**src/rtl/light_sequencer.sv**
```systemverilog
// light_sequencer
// Round-robin traffic-phase generator. Grants one road at a time and walks it
// through GREEN -> YELLOW -> RED, then moves to the next road. It issues
// exactly one write per phase change on the road/light_out/light_valid bus.
// The downstream per-road latch captures light_out for road on the falling
// edge of light_valid.
//
// Ports:
//   clk         - single clock, rising edge
//   reset       - asynchronous, active-high
//   enable      - run request, sampled only in INIT and ADVANCE
//   stop        - early GREEN termination request (ignored at counter 0)
//   light_out   - 3'b001 red, 3'b010 yellow, 3'b100 green
//   road        - road being written
//   light_valid - single-cycle write strobe
//   busy        - high in every state except INIT
module light_sequencer #(
  parameter int states      = 6,
  parameter int roads       = 4,
  parameter int lights      = 5,
  parameter int count_max   = 15,
  parameter int green_time  = 8,
  parameter int yellow_time = 3,
  parameter int clear_time  = 2
) (
  input  logic                     clk,
  input  logic                     reset,
  input  logic                     enable,
  input  logic                     stop,
  output logic [2:0]               light_out,
  output logic [$clog2(roads)-1:0] road,
  output logic                     light_valid,
  output logic                     busy
);

  localparam int SW = $clog2(states);
  localparam int RW = $clog2(roads);
  localparam int CW = $clog2(count_max + 1);

  localparam logic [2:0] RED_CODE    = 3'b001;
  localparam logic [2:0] YELLOW_CODE = 3'b010;
  localparam logic [2:0] GREEN_CODE  = 3'b100;

  localparam logic [CW-1:0] GREEN_LAST  = CW'(green_time - 1);
  localparam logic [CW-1:0] YELLOW_LAST = CW'(yellow_time - 1);
  localparam logic [CW-1:0] CLEAR_LAST  = CW'(clear_time - 1);
  localparam logic [RW-1:0] ROAD_LAST   = RW'(roads - 1);

  if (green_time  < 2 || green_time  > count_max ||
      yellow_time < 2 || yellow_time > count_max ||
      clear_time  < 2 || clear_time  > count_max) begin : g_bad_timing
    $error("light_sequencer: phase durations must lie in [2, count_max]");
  end

  if (lights != 5 || states < lights) begin : g_bad_states
    $error("light_sequencer: five FSM states required within the state budget");
  end

  typedef enum logic [SW-1:0] {
    INIT,
    GREEN,
    YELLOW,
    RED,
    ADVANCE
  } state_t;

  state_t        state;
  logic [CW-1:0] cnt;
  logic [RW-1:0] road_next;

  // Explicit compare so a non-power-of-two road count wraps correctly.
  always_comb begin
    road_next = road + 1'b1;
    if (road == ROAD_LAST) road_next = '0;
  end

  // road is advanced on leaving ADVANCE so that, when going on to GREEN,
  // it changes together with the rising light_valid; when dropping to INIT
  // it is already pointing at the road to resume from.
  always_ff @(posedge clk or posedge reset) begin
    if (reset) begin
      state       <= INIT;
      cnt         <= '0;
      road        <= '0;
      light_out   <= RED_CODE;
      light_valid <= 1'b0;
      busy        <= 1'b0;
    end else begin
      light_valid <= 1'b0;
      cnt         <= cnt + 1'b1;
      case (state)
        INIT: begin
          cnt <= '0;
          if (enable) begin
            state       <= GREEN;
            light_out   <= GREEN_CODE;
            light_valid <= 1'b1;
            busy        <= 1'b1;
          end
        end
        GREEN: begin
          // stop at counter 0 is ignored so the GREEN strobe always gets a
          // stable low cycle before the next write.
          if (cnt == GREEN_LAST || (stop && cnt != '0)) begin
            state       <= YELLOW;
            cnt         <= '0;
            light_out   <= YELLOW_CODE;
            light_valid <= 1'b1;
          end
        end
        YELLOW: begin
          if (cnt == YELLOW_LAST) begin
            state       <= RED;
            cnt         <= '0;
            light_out   <= RED_CODE;
            light_valid <= 1'b1;
          end
        end
        RED: begin
          if (cnt == CLEAR_LAST) begin
            state <= ADVANCE;
            cnt   <= '0;
          end
        end
        ADVANCE: begin
          cnt  <= '0;
          road <= road_next;
          if (enable) begin
            state       <= GREEN;
            light_out   <= GREEN_CODE;
            light_valid <= 1'b1;
          end else begin
            state <= INIT;
            busy  <= 1'b0;
          end
        end
        default: begin
          state <= INIT;
          cnt   <= '0;
          busy  <= 1'b0;
        end
      endcase
    end
  end

endmodule

```
**config.mk**
```make
export PLATFORM = sky130hd
export DESIGN_NAME = light_sequencer
export DESIGN_NICKNAME = d
export VERILOG_FILES = /design/src/rtl/light_sequencer.sv
export SDC_FILE = /design/constraint.sdc
export NUM_CORES = 1
export LEC_CHECK = 0
export ABC_AREA = 1
export CORE_MARGIN = 2
export CORE_UTILIZATION = 31
export CTS_CLUSTER_SIZE = 16
export DETAILED_ROUTE_END_ITERATION = 10
export HOLD_SLACK_MARGIN = 0.15
export PLACE_DENSITY = 0.5
export SLEW_MARGIN = 0
export SYNTH_ARGS = -nofsm -noshare
export SYNTH_HDL_FRONTEND = slang
export SYNTH_SLANG_ARGS = --single-unit
```
**constraint.sdc**
```tcl
create_clock -name clk -period 1.4 [get_ports clk]
set_input_delay 0.14 -clock clk [delete_from_list [all_inputs] [get_ports clk]]
set_output_delay 0.14 -clock clk [all_outputs]
set_load 0.02 [all_outputs]
```
==> impl_results.md <==
- Status: finished, final reports clean
- Post-route DRC violation count: 0
- Gpl congestion: about 0.8
- Startpoint types: flop
- Hold WS: 0.1560 ns
- Tightest Hold Check Type: in2async
- Drt pass-1 iters: 4
- Cell Area, Synth: 783.3 µm²
- Fin. Hold Viols: 0
- Syn_area_per_cell: 8.801 µm²
- Crit. End Element: output port
- Sink Count: 14
- CTS root buf: clkbuf_4
- Die Wd: approximately 54 µm
- Detailed placement HPWL: 1046 µm
- Unrepaired setup endpoints after global routing: yes
- Rel. slew slack: 82.53%
- Leak: around 0.53 nW
- Commonest non-fill, non-tap cell in the layout: nand2_1
- Leading cell types in the layout, fill and taps excluded: 19 x nand2_1, 13 x dfrtp_1, 12 x inv_1
- Max H-tree Level: 1
- Tot GR Track Use: approximately 12%
- Share of layout cells above drive strength 1: between 20% and 30%
- Initial DRC Count: 14
- Clock Path Buffers: 2
- Port bufs: 10
- Vias per cell: between 4 and 5
- Required @ worst endpoint: between 1 and 1.5 ns
- Antenna diodes: 0
- Pwr Density: between 2000 and 2500 nW/µm²
- Largest net degree at the start of global routing: 15
- Core box area: around 2400 µm²
- Height of the die: about 54 µm
- Mapped Cells: 89
- Register area: ~350 µm²
- Io pins: 11
- Count of final setup violators: 0
- Worst-path clk slew: about 0.09 ns
- Number of synthesized register bits: 14
- Sequential share of the synthesized area: 44.89%
- Final period util: 94.63%
- Gr ovfl total: 0
- Critical path class: reg2out
- DR vias: 564
- Fin crit period: between 1 and 1.5 ns
- Slowest-stage cell, CP: clkdlybuf4s50_1
- Initial antenna violation count: 0
- Die Area: between 2000 and 3000 µm²
- CTS Buf Count: 3
- Highest Clock Rate: ~750 MHz
- DR WL/cell: between 10 and 15 µm
- MaxCap Viol Count: 0
- Worst Skew: just under 0.008 ns
- Layout area overhead: 23.96%
- FILL cells: ~260
- Multi-input gate area: 384.1 µm²
- Clk Latency, worst-skew pair: 0.27 ns
- Final nets: roughly 120
- Unique cell type count in the Yosys netlist: 24
- Detail Route Antenna Nets: 0
- CP peak stage delay: 0.59 ns
- Max rail drop VDD: approximately 0.70 mV
- Worst Path Arrival: around 1.2 ns
- Setup ws final: approximately 0.075 ns
- Crit-path cells: clkdlybuf4s50_1
- Initial core utilization: about 32%
- Worst-margin pin slew: between 0.2 and 0.3 ns
- Post-Place Setup Slack: 0.05148 ns
- Max Transition Viols Final: 0
- Final wirelength: 1356 µm
- First-pass GRT wire length: between 2000 and 2500 µm
- Synth warnings: 0
- Syn Nets: between 90 and 100
- Hold buffer count at CTS: 0
- CP top delay family: buffers and inverters
- # rows: 18
- Number of global-route vias before repair: 573
- CTS tree: done
- Crit Path Max Fanout: 1
- Number of buffers and inverters on the critical path: 1
## metrics by stage
step                      util, %  total power [mW]  instances  area [µm²]   TNS [ns]
after detailed placement    38.17             1.935        130       928.4          0
final                       39.92             2.131        135       970.9          0
after global routing        39.92             2.398        135       970.9  -0.003187
after global placement      38.17             1.945        130       928.4          0
after CTS                   39.09             2.163        134       950.9          0
after floorplan                 -             1.581         89       783.3          0
## area by class of cell
cell class / instances / share of cell area, %
Sequential cell: 14 / 36.21
Tap cell: 30 / 3.866
Timing Repair Buffer: 12 / 12.24
Clock buffer: 4 / 2.706
Inverter: 14 / 5.412
Multi-Input combinational cell: 61 / 39.56
## state kept, by name (all words and copies together), names as in the netlist
signal       flops
light_out        3
state            3
cnt              4
road             2
light_valid      1
busy             1
## cell usage after synthesis
cell type,instances,area share (%)
nand2_1,20,9.6
dfrtp_1,13,42
inv_1,12,5.8
nor2_1,11,5.3
ha_1,5,8.0
nand2_2,3,2.4
nand3_1,3,1.9
nand3_2,3,3.8
inv_2,2,0.96
nor2_2,2,1.6
o21ai_0,2,1.3
a21oi_2,1,1.1
a31oi_1,1,0.80
dfstp_2,1,3.4
maj3_1,1,1.3
mux2_1,1,1.4
nand3_4,1,2.2
nand3b_1,1,0.96
nand4_1,1,0.80
nor2_4,1,1.4
nor3_2,1,1.3
o21a_1,1,0.96
xnor2_1,1,1.1
xor2_1,1,1.1
## final timing paths
path / end / depth (start not counted) / start / slack (ns)
worst max-delay path: light_valid / 1 / light_valid$_DFF_PP0_ / 0.08
worst min-delay path: light_out[2]$_DFFE_PP0P_ / 3 / reset / 0.16
worst max register to register: cnt[0]$_DFF_PP0_ / 7 / cnt[0]$_DFF_PP0_ / 0.10
worst min register to register: light_out[0]$_DFFE_PP1P_ / 2 / light_out[0]$_DFFE_PP1P_ / 0.46
max in group asynchronous: light_out[0]$_DFFE_PP1P_ / 3 / reset / 1.00
min in group clk: light_out[0]$_DFFE_PP1P_ / 2 / light_out[0]$_DFFE_PP1P_ / 0.46
## cells by family (layout without fill, tap and decap cells)
logic type                 count (synthesis)  after routing  share of synthesized area [%]
DFF                                       14             14                          44.89
adders and majority gates                  6              6                          9.265
AOI/OAI and AO/OA                          5              5                          4.154
muxes                                      1              1                          1.438
xor gates and xnor gates                   2              2                          2.237
and+or+nand+nor                           47             47                          31.31
buffers and inverters                     14             30                          6.709
## power by group
group,leakage [nW],switching [mW],internal [mW]
combinational,0.338,0.697,0.476
clock,0.0150,0.126,0.110
sequential,0.175,0.145,0.577
## per-layer routing
metal | vias up | share of wire, % | GRT usage, %
met5 | - | 0 | 0
met4 | 0 | 0.96 | 7.917
met3 | 2 | 4.0 | 4.645
met2 | 8 | 48 | 18.07
met1 | 248 | 47 | 12.88
li1 | 306 | - | -
## what timing repair did
item	4_1_cts	5_1_grt
buffers inserted	0	1
pin swaps	0	1
endpoints found under the setup margin	3	10
gates resized for setup	3	5
(Power assumes the default switching activity.)
